==> config.mk <==
export PLATFORM = sky130hd
export DESIGN_NAME = custom_bitrun_unit
export DESIGN_NICKNAME = d
export VERILOG_FILES = /design/src/rtl/custom_bitrun_unit.sv
export SDC_FILE = /design/constraint.sdc
export NUM_CORES = 1
export LEC_CHECK = 0
export CAP_MARGIN = 5
export CORE_AREA = 2 2 89 125
export DETAILED_ROUTE_END_ITERATION = 8
export DIE_AREA = 0 0 91 127
export SLEW_MARGIN = 20
export SYNTH_ARGS = -nofsm -noshare
export SYNTH_HDL_FRONTEND = slang
export SYNTH_SLANG_ARGS = --single-unit
==> constraint.sdc <==
create_clock -name clk_i -period 4.4 [get_ports clk_i]
set_input_delay 0.44 -clock clk_i [delete_from_list [all_inputs] [get_ports clk_i]]
set_output_delay 0.44 -clock clk_i [all_outputs]
set_load 0.03 [all_outputs]
==> src/rtl/custom_bitrun_unit.sv <==
// CV-X-IF coprocessor measuring a run of equal bits in rs0 starting at index rs1,
// counting ones or zeros up or down one bit per cycle with saturation at MAX_RUN.
module custom_bitrun_unit #(
    parameter int unsigned XLEN       = 32,
    parameter int unsigned MAX_RUN    = XLEN,
    parameter int unsigned X_ID_WIDTH = 4,
    parameter logic [6:0]  OPCODE     = 7'b0001011
) (
    input  logic                  clk_i,
    input  logic                  rst_ni,
    input  logic                  issue_valid_i,
    output logic                  issue_ready_o,
    input  logic [31:0]           issue_instr_i,
    input  logic [X_ID_WIDTH-1:0] issue_id_i,
    input  logic [XLEN-1:0]       issue_rs0_i,
    input  logic [XLEN-1:0]       issue_rs1_i,
    input  logic [1:0]            issue_rs_valid_i,
    output logic                  issue_accept_o,
    output logic                  issue_writeback_o,
    input  logic                  commit_valid_i,
    input  logic [X_ID_WIDTH-1:0] commit_id_i,
    input  logic                  commit_kill_i,
    output logic                  result_valid_o,
    input  logic                  result_ready_i,
    output logic [X_ID_WIDTH-1:0] result_id_o,
    output logic [XLEN-1:0]       result_data_o,
    output logic [4:0]            result_rd_o,
    output logic                  result_we_o,
    output logic                  busy_o
);

    localparam int unsigned PW = $clog2(XLEN);
    localparam int unsigned CW = PW + 1;
    localparam logic [PW-1:0] POS_MAX = PW'(XLEN - 1);
    localparam logic [CW-1:0] CNT_MAX = CW'(MAX_RUN);

    localparam logic [1:0] IDLE  = 2'd0;
    localparam logic [1:0] COUNT = 2'd1;
    localparam logic [1:0] RESP  = 2'd2;

    logic [1:0]            state_q, state_d;
    logic [XLEN-1:0]       data_q, data_d;
    logic [PW-1:0]         pos_q, pos_d;
    logic                  target_q, target_d;
    logic                  dir_up_q, dir_up_d;
    logic [X_ID_WIDTH-1:0] id_q, id_d;
    logic [4:0]            rd_q, rd_d;
    logic [CW-1:0]         cnt_q, cnt_d;

    logic [2:0]    funct3_s;
    logic          supported_s;
    logic          handshake_s;
    logic          kill_s;
    logic [CW-1:0] cnt_inc_s;
    logic          at_boundary_s;
    logic          unused_bits_s;

    // Issue-side decode and combinational handshake responses.
    always_comb begin
        funct3_s          = issue_instr_i[14:12];
        supported_s       = (issue_instr_i[6:0] == OPCODE) && (funct3_s[2] == 1'b0);
        issue_ready_o     = (state_q == IDLE) && issue_valid_i
                            && (!supported_s || (&issue_rs_valid_i));
        handshake_s       = issue_ready_o && supported_s;
        issue_accept_o    = handshake_s;
        issue_writeback_o = handshake_s;
        kill_s            = commit_valid_i && commit_kill_i && (commit_id_i == id_q)
                            && ((state_q == COUNT) || (state_q == RESP));
        unused_bits_s     = ^{issue_instr_i[31:15], issue_rs1_i[XLEN-1:PW]};
    end

    // Next-state and datapath update; a matching kill overrides everything.
    always_comb begin
        state_d       = state_q;
        data_d        = data_q;
        pos_d         = pos_q;
        target_d      = target_q;
        dir_up_d      = dir_up_q;
        id_d          = id_q;
        rd_d          = rd_q;
        cnt_d         = cnt_q;
        cnt_inc_s     = cnt_q + {{(CW-1){1'b0}}, 1'b1};
        at_boundary_s = dir_up_q ? (pos_q == POS_MAX) : (pos_q == {PW{1'b0}});
        case (state_q)
            IDLE: begin
                if (handshake_s) begin
                    state_d  = COUNT;
                    data_d   = issue_rs0_i;
                    pos_d    = issue_rs1_i[PW-1:0];
                    target_d = ~funct3_s[0];
                    dir_up_d = funct3_s[1];
                    id_d     = issue_id_i;
                    rd_d     = issue_instr_i[11:7];
                    cnt_d    = {CW{1'b0}};
                end else begin
                    state_d = IDLE;
                end
            end
            COUNT: begin
                if (data_q[pos_q] != target_q) begin
                    state_d = RESP;
                end else begin
                    cnt_d = cnt_inc_s;
                    if ((cnt_inc_s == CNT_MAX) || at_boundary_s) begin
                        state_d = RESP;
                    end else if (dir_up_q) begin
                        pos_d = pos_q + {{(PW-1){1'b0}}, 1'b1};
                    end else begin
                        pos_d = pos_q - {{(PW-1){1'b0}}, 1'b1};
                    end
                end
            end
            RESP: begin
                if (result_ready_i) begin
                    state_d = IDLE;
                end else begin
                    state_d = RESP;
                end
            end
            default: begin
                state_d = IDLE;
            end
        endcase
        if (kill_s) begin
            state_d = IDLE;
        end else begin
            state_d = state_d;
        end
    end

    // State and datapath registers with asynchronous clear.
    always_ff @(posedge clk_i or negedge rst_ni) begin
        if (!rst_ni) begin
            state_q  <= IDLE;
            data_q   <= {XLEN{1'b0}};
            pos_q    <= {PW{1'b0}};
            target_q <= 1'b0;
            dir_up_q <= 1'b0;
            id_q     <= {X_ID_WIDTH{1'b0}};
            rd_q     <= 5'd0;
            cnt_q    <= {CW{1'b0}};
        end else begin
            state_q  <= state_d;
            data_q   <= data_d;
            pos_q    <= pos_d;
            target_q <= target_d;
            dir_up_q <= dir_up_d;
            id_q     <= id_d;
            rd_q     <= rd_d;
            cnt_q    <= cnt_d;
        end
    end

    // Result fields come straight from registers so they stay stable while RESP waits.
    always_comb begin
        result_valid_o = (state_q == RESP);
        result_id_o    = id_q;
        result_data_o  = {{(XLEN-CW){1'b0}}, cnt_q};
        result_rd_o    = rd_q;
        result_we_o    = (rd_q != 5'd0);
        busy_o         = (state_q != IDLE);
    end

endmodule

==> reports/metrics.cfg <==
[place]
portBuffers = 88
place_congestion = 0.752
dp_hpwl_um = 5520

[cts]
cts_tree = yes
htreeDepth = 2
cts_root_buf = clkbuf_16
post_cts_resized = 0
numCtsBuffers = 5
postCtsSetupBuffers = 0
clkLatencyLatePin_ns = 0.30
clock_sinks = 56
cts_hold_buf = 0
clk_path_buf_depth = 2
cts.clk_slew.worst_paths_ns = 0.07

[yosys]
ys_types = 51
synth_adder_area_share = 0.0327
synthCells = 300
yosys-mux-area-fraction = 0.215
ys_top_cells_by_count = 56 x dfrtp_1, 42 x mux2_2, 28 x buf_4, 22 x mux2i_1, 19 x nand2_1
ys_ff_latch = 56
synth_top_family_by_area = multiplexers
syn_area_per_cell_um2 = 11.0
netlist_area_um2 = 3290
synth_edf_count = 0
yosys-top-cells-area = dfrtp_1 43%, mux2_2 14%, mux2i_1 6.7%
synth_warnings = 0
synth-async-reset-ratio = 1.00
synth.most_common_cell = dfrtp_1
synthSimpleGateAreaFrac = 0.106
synthFlopType = dfrtp_1
synth_compound_area_frac = 0.101
synth_seq_area_share = 0.426
post-synth-top-area-cell = dfrtp_1
synth_xor_area_frac = 0.0240
synth_top_area_frac = 0.426

[floorplan]
core_area_um2 = 10300
fp.dieW_um = 91
die_h_um = 127
start_util = 0.318
ioPinCount = 159
core.rowCount = 44
dieArea_um2 = 11600

[setup_path]
crit_type = in -> out
reg2reg_depth = 8
reg2reg_from = pos_q[0]
worst-r2r-setup-slack_ns = 1.63
cp_data_required_time_ns = 3.96
cp.arrival_ns = 2.72
r2r_end = cnt_q[5]
cp_max_fo = 11
critical_path.endpoint_type = output port
cp-start-kind = primary input

[run]
maxCapViolations = 0

[min_path]
hold_path.class = in -> async

[timing]
final.setup_skew_ns = 0.00689
tns_ns = 0
max_freq_mhz = 317
holdWs_ns = 0.287
setup_viol = 0
grt_setup_unrepaired = no
fin_crit_ns = 3.16
finalCritPeriodShare = 0.718
worst_pin_slew_ns = 0.890
max_slew_margin = 0.406
hold_violations = 0
maxSlewViolCount = 0

[route]
via_count = 2491
drc = 0
dr.pass1.iters = 4
postRouteWirelength_um = 7340
wl_per_cell_um = 14.0
ant_nets = 0
viasPerCell = 4.74
first_iter_violations = 73

[grt]
antenna_found_initial = 0
grt_pass1_vias = 2459
grt_overflow = 0
grt_max_degree = 57
grt_usage = 0.128
grt_pass1_wl_um = 11900

[cells_and_area]
syn_to_final_growth_pct = 32.2
drive_gt1_frac = 0.171
num-nets-final = 506
antenna_cells = 0

[power_and_ir_drop]
powerDensity_nw_per_um2 = 249
ir_drop_mv = 0.162
power.leakage_nw = 1.91

[run_status]
status = finished clean

## area by class of cell
| type | count | area [um2] |
|---|---|---|
| clock inverters | 2 | 10.0 |
| inverters | 8 | 30.0 |
| well taps | 138 | 173 |
| fillers | 995 | 6000 |
| repair buffers | 94 | 921 |
| multi-input cells | 221 | 1680 |
| flip-flops and latches | 56 | 1400 |
| clock buffers | 6 | 139 |
## worst max path at each step
stage	startpoint	endpoint	slack (ns)	cells after the start
after floorplan	issue_instr_i[5]	issue_writeback_o	1.92	6
after global placement	issue_instr_i[5]	issue_accept_o	1.23	5
after detailed placement	issue_instr_i[5]	issue_accept_o	1.21	5
after CTS	issue_instr_i[5]	issue_accept_o	1.19	5
after global routing	issue_instr_i[5]	issue_accept_o	1.11	5
final	issue_instr_i[5]	issue_accept_o	1.24	5
## stage by stage
stage / instances / power (mW) / setup slack (ns) / util / instance area (um2)
final: 525 / 1.08 / 1.24 / 0.420 / 4350
after global routing: 525 / 1.13 / 1.11 / 0.420 / 4350
after CTS: 525 / 1.10 / 1.19 / 0.420 / 4350
after detailed placement: 517 / 0.685 / 1.21 / 0.406 / 4200
after global placement: 517 / 0.683 / 1.23 / 0.406 / 4200
after floorplan: 325 / 0.620 / 1.92 / - / 3380
## registers in the layout (all words and copies together) (netlist names)
name / count
cnt_q: 6
data_q: 32
dir_up_q: 1
pos_q: 5
result_id_o: 4
result_rd_o: 5
state_q: 2
target_q: 1
## metal layers
layer | up-vias | global-route usage | part of all wire
li1 | 1193 | - | -
met1 | 1212 | 0.154 | 0.41
met2 | 79 | 0.230 | 0.53
met3 | 7 | 0.0248 | 0.046
met4 | 0 | 0.0401 | 0.014
met5 | - | 0 | 0
## cells by family (layout without fill, tap and decap cells)
| logic type | count (synthesis) | after routing |
|---|---|---|
| compound gates | 47 | 47 |
| other cells | 1 | 26 |
| flops | 56 | 56 |
| fa+ha+maj | 8 | 8 |
| xor+xnor | 9 | 9 |
| buf+inv | 48 | 110 |
| simple gates | 66 | 66 |
| mux | 65 | 65 |
## power breakdown
part | total [mW] | internal [mW] | switching (mW)
logic | 0.145 | 0.0742 | 0.0704
clock network | 0.408 | 0.225 | 0.183
registers | 0.529 | 0.521 | 0.00734
## cell usage in the layout, fill, tap and decap left out, types with 2 or more instances in the layout
cell	n
nor2_1	13
nor2b_1	5
inv_1	7
dfrtp_1	56
a22oi_1	7
nand4_1	5
a21o_1	5
mux2_2	42
a21oi_1	13
nor4_1	3
clkinv_2	2
clkbuf_16	5
o21ai_0	4
nand3_1	5
o21ai_1	2
mux2i_1	22
xnor2_1	3
nand2b_1	3
conb_1	26
a31oi_1	3
xor2_1	6
o211ai_1	2
nand2_1	19
ha_1	7
clkdlybuf4s50_1	87
nor3_1	3
buf_4	6
## critical path, stage by stage
cell and delay, ns:
clkdlybuf4s50_1 0.40, nor4_1 0.30, nand4_1 0.22, nor3_4 0.56, clkdlybuf4s50_1 0.80
Note: power is estimated with default switching activity, not from simulation.
